--- src/rtl/ipsum_buffer.sv ---
// ipsum_buffer: input-side partial-sum buffer.
// This block takes 32-bit GLB words. Each word carries two row partial sums.
// It assembles WPV words into one ROW_NUM-row vector.
// It holds up to DEPTH finished vectors in a circular FIFO.
// The oldest vector is presented on the read side.
// Ports:
//   clk, reset (async, active-low), clear (sync flush)
//   glb_valid/glb_ready/glb_data   : word input handshake
//   ipsum_valid/ipsum_pop/ipsum_out : head-vector read handshake
//   level    : number of complete vectors stored
//   word_cnt : index of the next word in the vector being assembled
module ipsum_buffer #(
  parameter int unsigned ROW_NUM = 32,
  parameter int unsigned DATA_W  = 16,
  parameter int unsigned DEPTH   = 4
) (
  input  logic                          clk,
  input  logic                          reset,
  input  logic                          clear,
  input  logic                          glb_valid,
  output logic                          glb_ready,
  input  logic [2*DATA_W-1:0]           glb_data,
  output logic                          ipsum_valid,
  input  logic                          ipsum_pop,
  output logic [ROW_NUM*DATA_W-1:0]     ipsum_out,
  output logic [$clog2(DEPTH):0]        level,
  output logic [$clog2(ROW_NUM/2)-1:0]  word_cnt
);

  localparam int unsigned WPV    = ROW_NUM / 2;
  localparam int unsigned WC_W   = $clog2(WPV);
  localparam int unsigned PTR_W  = (DEPTH > 1) ? $clog2(DEPTH) : 1;
  localparam int unsigned LVL_W  = $clog2(DEPTH) + 1;
  localparam int unsigned WORD_W = 2 * DATA_W;
  localparam int unsigned VEC_W  = ROW_NUM * DATA_W;
  localparam int unsigned STG_N  = WPV - 1;

  logic [WORD_W-1:0] stage_q [STG_N];
  logic [VEC_W-1:0]  mem_q   [DEPTH];
  logic [PTR_W-1:0]  rd_ptr, wr_ptr;
  logic [VEC_W-1:0]  commit_vec;
  logic              last_word, accept, commit, pop_ok;

  // Handshake qualifiers.
  // Every term here comes from registered state or from an input.
  // This keeps glb_ready free of any path from ipsum_pop.
  assign last_word   = (word_cnt == WC_W'(WPV - 1));
  assign glb_ready   = !((level == LVL_W'(DEPTH)) && last_word);
  assign ipsum_valid = (level != '0);
  assign accept      = glb_valid && glb_ready;
  assign commit      = accept && last_word;
  assign pop_ok      = ipsum_pop && ipsum_valid;
  assign ipsum_out   = ipsum_valid ? mem_q[rd_ptr] : '0;

  // Full vector that is written on commit.
  // It is the staged words plus the incoming word, which fills the last two rows.
  always_comb begin
    commit_vec = '0;
    for (int unsigned i = 0; i < STG_N; i++) begin
      commit_vec[i*WORD_W +: WORD_W] = stage_q[i];
    end
    commit_vec[STG_N*WORD_W +: WORD_W] = glb_data;
  end

  // Staging registers and the assembly word counter.
  always_ff @(posedge clk or negedge reset) begin
    if (!reset) begin
      word_cnt <= '0;
      for (int unsigned i = 0; i < STG_N; i++) stage_q[i] <= '0;
    end else if (clear) begin
      word_cnt <= '0;
      for (int unsigned i = 0; i < STG_N; i++) stage_q[i] <= '0;
    end else if (accept) begin
      word_cnt <= last_word ? '0 : word_cnt + WC_W'(1);
      for (int unsigned i = 0; i < STG_N; i++) begin
        if (word_cnt == WC_W'(i)) stage_q[i] <= glb_data;
      end
    end
  end

  // FIFO storage.
  // The slot contents survive a clear, because level and the pointers hide stale data.
  always_ff @(posedge clk or negedge reset) begin
    if (!reset) begin
      for (int unsigned i = 0; i < DEPTH; i++) mem_q[i] <= '0;
    end else if (!clear && commit) begin
      mem_q[wr_ptr] <= commit_vec;
    end
  end

  // Pointers and occupancy.
  always_ff @(posedge clk or negedge reset) begin
    if (!reset) begin
      rd_ptr <= '0;
      wr_ptr <= '0;
      level  <= '0;
    end else if (clear) begin
      rd_ptr <= '0;
      wr_ptr <= '0;
      level  <= '0;
    end else begin
      if (commit) wr_ptr <= wr_ptr + PTR_W'(1);
      if (pop_ok) rd_ptr <= rd_ptr + PTR_W'(1);
      case ({commit, pop_ok})
        2'b10:   level <= level + LVL_W'(1);
        2'b01:   level <= level - LVL_W'(1);
        default: level <= level;
      endcase
    end
  end

endmodule

--- config.mk ---
export PLATFORM = sky130hd
export DESIGN_NAME = ipsum_buffer
export DESIGN_NICKNAME = d
export VERILOG_FILES = /design/src/rtl/ipsum_buffer.sv
export SDC_FILE = /design/constraint.sdc
export NUM_CORES = 2
export LEC_CHECK = 0
export CAP_MARGIN = 20
export CELL_PAD_IN_SITES_DETAIL_PLACEMENT = 1
export CELL_PAD_IN_SITES_GLOBAL_PLACEMENT = 2
export CORE_UTILIZATION = 47
export CTS_CLUSTER_SIZE = 16
export DETAILED_ROUTE_END_ITERATION = 12
export PLACE_DENSITY = 0.95
export SLEW_MARGIN = 15
export SYNTH_ARGS = -nofsm -noshare
export SYNTH_HDL_FRONTEND = slang
export SYNTH_SLANG_ARGS = --single-unit
--- constraint.sdc ---
create_clock -name clk -period 6.1 [get_ports clk]
set_input_delay 0.61 -clock clk [delete_from_list [all_inputs] [get_ports clk]]
set_output_delay 0.61 -clock clk [all_outputs]
set_load 0.02 [all_outputs]
# Word level (Yosys, flattened, before mapping)
# Cells that the tools add are included.
[classes]
reduce_logical = 44
n_bitwise = 2
n_eq_ne = 18
mux = 33
n_addsub = 5
n_lt_le_gt_ge = 3
[ops]
columns = ["operator", "n"]
rows = [
  ["bitwise mux 2048 bit", 1],
  ["two-way mux 512 bit", 4],
  ["binary-select mux 512 bit (select 2 bit)", 1],
  ["demux 512 bit (select 2 bit)", 1],
  ["two-way mux 480 bit", 2],
  ["two-way mux 32 bit", 15],
  ["nonzero test 2 bit", 18],
  ["== test 4 bit, second input constant", 8],
  ["AND reduction 2 bit", 15],
  ["== test 4 x 3 -> 1 bit, second input constant", 4],
  ["two-way mux 4 bit", 3],
  ["== test 4 x 2 -> 1 bit, second input constant", 2],
  ["two-way mux 2 bit", 4],
  [">= comparator 3 bit, second input constant", 2],
  ["logical AND 1 bit", 6],
  ["inverter 2 -> 3 bit", 2],
  ["case mux 3 bit (2 select lines)", 1],
  ["nonzero test 3 bit", 2],
  ["adder 2 x 1 -> 2 bit, second input constant", 2],
  ["adder 4 x 1 -> 4 bit, second input constant", 1],
  ["== test 4 x 1 -> 1 bit, second input constant", 1],
  ["zero test 4 bit", 1],
  ["adder 3 x 1 -> 3 bit, second input constant", 1],
  ["== test 3 bit, second input constant", 1],
  ["other kinds (6)", 7],
]
[word_totals]
ff_bits = 2539
output_inout_bits = 521

# Longest topological paths before layout
[depth]
word_depth = 8
mapped_depth = 8
depth_no_buf = 8

# Worst setup path after synthesis
# No wires, ideal clock.
[synth_path]
path_kind = "reg2reg"
start = "register word_cnt[1]"
end = "register level[2]"
setup_time_ns = 0.078
arrival_ns = 2.806
path_stages_with_launch = 9
path_slack_ns = 3.216
path_cell_list = "dfrtp_1 > ha_1 > nand4_2 > a21oi_1 > nor2_1 > fa_1 > or4b_2 > a31o_2 > a21oi_1"
[synth_via]
elab_chain_cells = 8
elab_cells_between_ends = 10
classes_between = "eq/ne (3); mux (2); reduce/logical (5)"
[synth_rtl]
columns = ["element", "line_no", "rtl"]
rows = [
  ["start: declaration", "27", "output logic [$clog2(ROW_NUM/2)-1:0] word_cnt"],
  ["start signal: assignment", "74", "word_cnt <= last_word ? '0 : word_cnt + WC_W'(1);"],
  ["== test 4 bit (*)", "47", "assign last_word = (word_cnt == WC_W'(WPV - 1));"],
  ["logical AND 1 bit", "48", "assign glb_ready = !((level == LVL_W'(DEPTH)) && last_word);"],
  ["zero test 1 bit", "48", ""],
  ["logical AND 1 bit", "50", "assign accept = glb_valid && glb_ready;"],
  ["logical AND 1 bit (*)", "51", "assign commit = accept && last_word;"],
  ["== test 2 x 1 -> 1 bit / == test 2 bit (equally long branches)", "104", "case ({commit, pop_ok})"],
  ["case mux 3 bit (2 select lines)", "104", ""],
  ["two-way mux 3 bit", "97", "end else if (clear) begin"],
  ["end signal: assignment", "105", "2'b10: level <= level + LVL_W'(1);"],
  ["end signal: assignment", "106", "2'b01: level <= level - LVL_W'(1);"],
  ["end signal: assignment", "107", "default: level <= level;"],
  ["end: declaration", "26", "output logic [$clog2(DEPTH):0] level,"],
]
# Mark *: on every way between the ends. The rest lies on a longest branch, timed or not.
# A chain may end at the register's enable or synchronous reset.

# Worst setup path in the final report
[layout_path]
start = "register rd_ptr[0]"
end = "output port ipsum_out[342]"
[layout_via]
elab_chain_cells = 5
[layout_rtl]
columns = ["element", "line_no", "rtl"]
rows = [
  ["start: declaration", "40", "logic [PTR_W-1:0] rd_ptr, wr_ptr;"],
  ["start signal: assignment", "103", "if (pop_ok) rd_ptr <= rd_ptr + PTR_W'(1);"],
  ["inverter 2 -> 3 bit (not written as such)", "53", "assign ipsum_out = ipsum_valid ? mem_q[rd_ptr] : '0;"],
  ["binary-select mux 512 bit (select 2 bit)", "53", ""],
  ["two-way mux 512 bit (not written as such) (2 in series)", "53", ""],
  ["two-way mux 512 bit", "53", ""],
  ["end: declaration", "25", "output logic [ROW_NUM*DATA_W-1:0] ipsum_out,"],
]
# No other way between the ends. The select of a mux whose other input is x is not followed.

==> results.toml <==
[clocking]
cts-htree-levels = 5
cts_tree = "yes"
numCtsBuffers = 286
post_cts_resized = 0
cts_hold_buf = 1
clkSinkCount = 2539
root_buffer = "clkbuf_16"
clkTransAtPathRegs_ps = 60
post_cts_buffers = 0
insertion_delay_ps = 930
clock_path_buffers = 4

[timing]
relSlewSlack = 0.222
setup_viol = 0
drv_slew = 0
fmaxAchievable_mhz = 219
finalCritPeriodShare = 0.749
hold_viol = 0
worst_pin_slew_ps = 1170
rsz0062_at_grt = "no"
post-route-min-period_ps = 4570
skew_ps = 63.2
setup_tns_ps = 0

[floorplan]
fp.dieW_um = 491
io_pins = 558
die_h_um = 491
rows = 178
start_util = 0.475
core-area_mm2 = 0.236
dieArea_mm2 = 0.241

[yosys]
synth_top_family_by_area = "multiplexers"
synth_seq_cells = 2539
synthTopCellsByArea = "dfrtp_1 57%, mux2_1 19%, mux4_2 10%"
syn_nets = 7818
synth-edff-count = 0
synthArstFlopShare = 1.00
synth_cells = 7772
ys_seq_area_frac = 0.566
yosysTopAreaCell = "dfrtp_1"
yosysTopAreaCellShare = 0.566
synth_compound_area_frac = 0.0223
synthMuxAreaShare = 0.309
synthAdderAreaFrac = 0.00107
synthSimpleGateAreaFrac = 0.0637
synth_xor_area_frac = 0.000390
synth_warnings = 0
ys.flop_type = "dfrtp_1"
syn_area_per_cell_um2 = 14.4
synth_cell_type_count = 36
synthesis.area_mm2 = 0.112

[pwr]
intPower_mw = 27.2
seqPwrFrac = 0.484
pwr-share-comb = 0.032
p_sw_frac = 0.224
leakage_nw = 61.4
power_frac_clock = 0.485
max-vdd-ir-drop_uv = 202
powerDensity_mw_per_mm2 = 273
switchingPower_mw = 7.83
p_total_mw = 35.0

[place]
place_area_mm2 = 0.119
place.gp.congestion = 0.764
io_buffers = 557
hpwl_um = 200000

[worst_setup_path]
path_cells = "buf_12 -> buf_4 -> mux4_2 -> and2_1 -> clkdlybuf4s50_1"
required_ps = 5490
cp_top_family = "buffers and inverters"
critPathKind = "reg2out"
slowest_stage = "dfrtp_4"
worstSetupStartpoint = "rd_ptr[0]"
crit_arrival_ps = 3960
crit_path_start_kind = "flip-flop"
path_buf_inv = 3
end_kind = "output port"
max_stage_delay_ps = 820
worstPathMaxFanout = 29
r2r-start = "word_cnt[2]"

[drt]
route.detailed.drc = 0
dr.pass1.iters = 7
wire_per_inst_um = 30.2
drt_iter0_drc = 5780
vias_per_cell = 6.01
vias = 69153
ant_nets = 0
wl_um = 348000

[global_routing]
grt.overflow.total = 0
grt_antenna_before_repair = 44
grt_max_degree = 194
grt_pass1_vias = 77794
grt_pass1_wl_um = 526000
grt_usage = 0.293

[hold_path]
min_from = "clear"
worstHoldPathType = "in2reg"

[finish]
area.growth.synth_to_final_pct = 14.6
fin_area_mm2 = 0.129
num-fill-cells = 22348
finalNetCount = 8205
drive_gt1_frac = 0.154

[status]
status = "completed"

[job]
cap_violations = 0
==> power groups by stage <==
| stage | logic, mW | registers (mW) | clock network, mW |
|---|---|---|---|
| finish | 1.12 | 16.9 | 17.0 |
| global route | 1.21 | 16.9 | 17.8 |
| CTS | 1.14 | 16.9 | 17.2 |
| detailed placement | 1.14 | 17.2 | 0 |
| global placement | 1.10 | 17.2 | 0 |
| floorplan | 0.380 | 17.2 | 0 |
==> flip-flops by register name, indices dropped and copies added (netlist names) <==
register	count
word_cnt	4
level	3
rd_ptr	2
commit_vec	480
mem_q	2048
wr_ptr	2
==> Yosys cell counts (3+ instances only) <==
| cell | count |
|---|---|
| a21oi_1 | 485 |
| and2_1 | 517 |
| buf_1 | 56 |
| buf_2 | 67 |
| buf_4 | 6 |
| buf_6 | 182 |
| buf_8 | 34 |
| clkbuf_1 | 271 |
| dfrtp_1 | 2539 |
| ha_1 | 8 |
| inv_1 | 5 |
| mux2_1 | 1902 |
| mux2_2 | 147 |
| mux2i_1 | 3 |
| mux4_2 | 512 |
| nand2_1 | 971 |
| nand2b_1 | 5 |
| nand3_1 | 11 |
| nor2_1 | 18 |
| nor2b_1 | 3 |
| nor3_1 | 7 |
| or3_1 | 4 |
| xor2_1 | 3 |
==> placed cells by master, fill, tap and decap left out, types with 68 or more instances in the layout <==
cell	n
mux2_1	1902
clkdlybuf4s50_1	523
and2_1	513
clkbuf_1	68
nand2_1	971
a21oi_1	485
dfrtp_1	2537
clkbuf_16	294
mux4_2	512
mux2_2	147
buf_4	100
==> per-stage QoR <==
stage	cells	hold WS (ps)	util	setup slack, ps
floorplan	7772	314	-	3220
global placement	11020	461	0.505	1880
detailed placement	11020	469	0.505	1820
CTS	11491	44.9	0.544	1430
global route	11493	84.9	0.544	1380
finish	11506	81.9	0.544	1530
==> metal layers <==
layer | part of all wire | wire, um | up-vias | track usage
met4 | 0.050 | 17400 | 8 | 0.142
met1 | 0.41 | 141000 | 37945 | 0.389
met3 | 0.060 | 20900 | 664 | 0.0448
met5 | 0.00014 | 49 | - | 0
met2 | 0.48 | 169000 | 2359 | 0.473
li1 | - | - | 28177 | -
==> area by class of cell <==
cell class	instances	area (um2)	share of cell area
tap	3150	3940	0.0307
sequential	2539	63500	0.494
clock buffer	413	8310	0.0647
multi-input combinational	4612	44600	0.347
inverter	5	18.8	0.000146
timing repair buffer	715	7340	0.0571
antenna	15	37.5	0.000292
clock inverter	57	744	0.00579
==> worst reg2reg max path: cells and delay by family (launching register included) <==
kind                   cells  cell delay (ps)
buffers and inverters      1              490
AND/OR/NAND/NOR            2             1010
AO/OA/AOI/OAI              1              380
multiplexers               1              600
flip-flops                 1              770
==> final timing paths <==
kind | endpoint | slack (ps) | cells after the start
setup / recovery | ipsum_out[342] | 1530 | 5
hold / removal | commit_vec[358] | 80 | 2
setup reg to reg | mem_q[1167] | 2680 | 5
hold reg to reg | mem_q[960] | 480 | 1
max in group asynchronous | commit_vec[234] | 3870 | 4
min in group asynchronous | mem_q[317] | 350 | 2
==> logic make-up after synthesis <==
kind of cell	after synthesis
AND/OR/NAND/NOR	1539
XOR/XNOR	5
adder cells (fa/ha/maj)	9
flip-flops	2539
multiplexers	2564
AO/OA/AOI/OAI	495
buffers and inverters	621
Note: power is estimated with default switching activity, not from simulation.
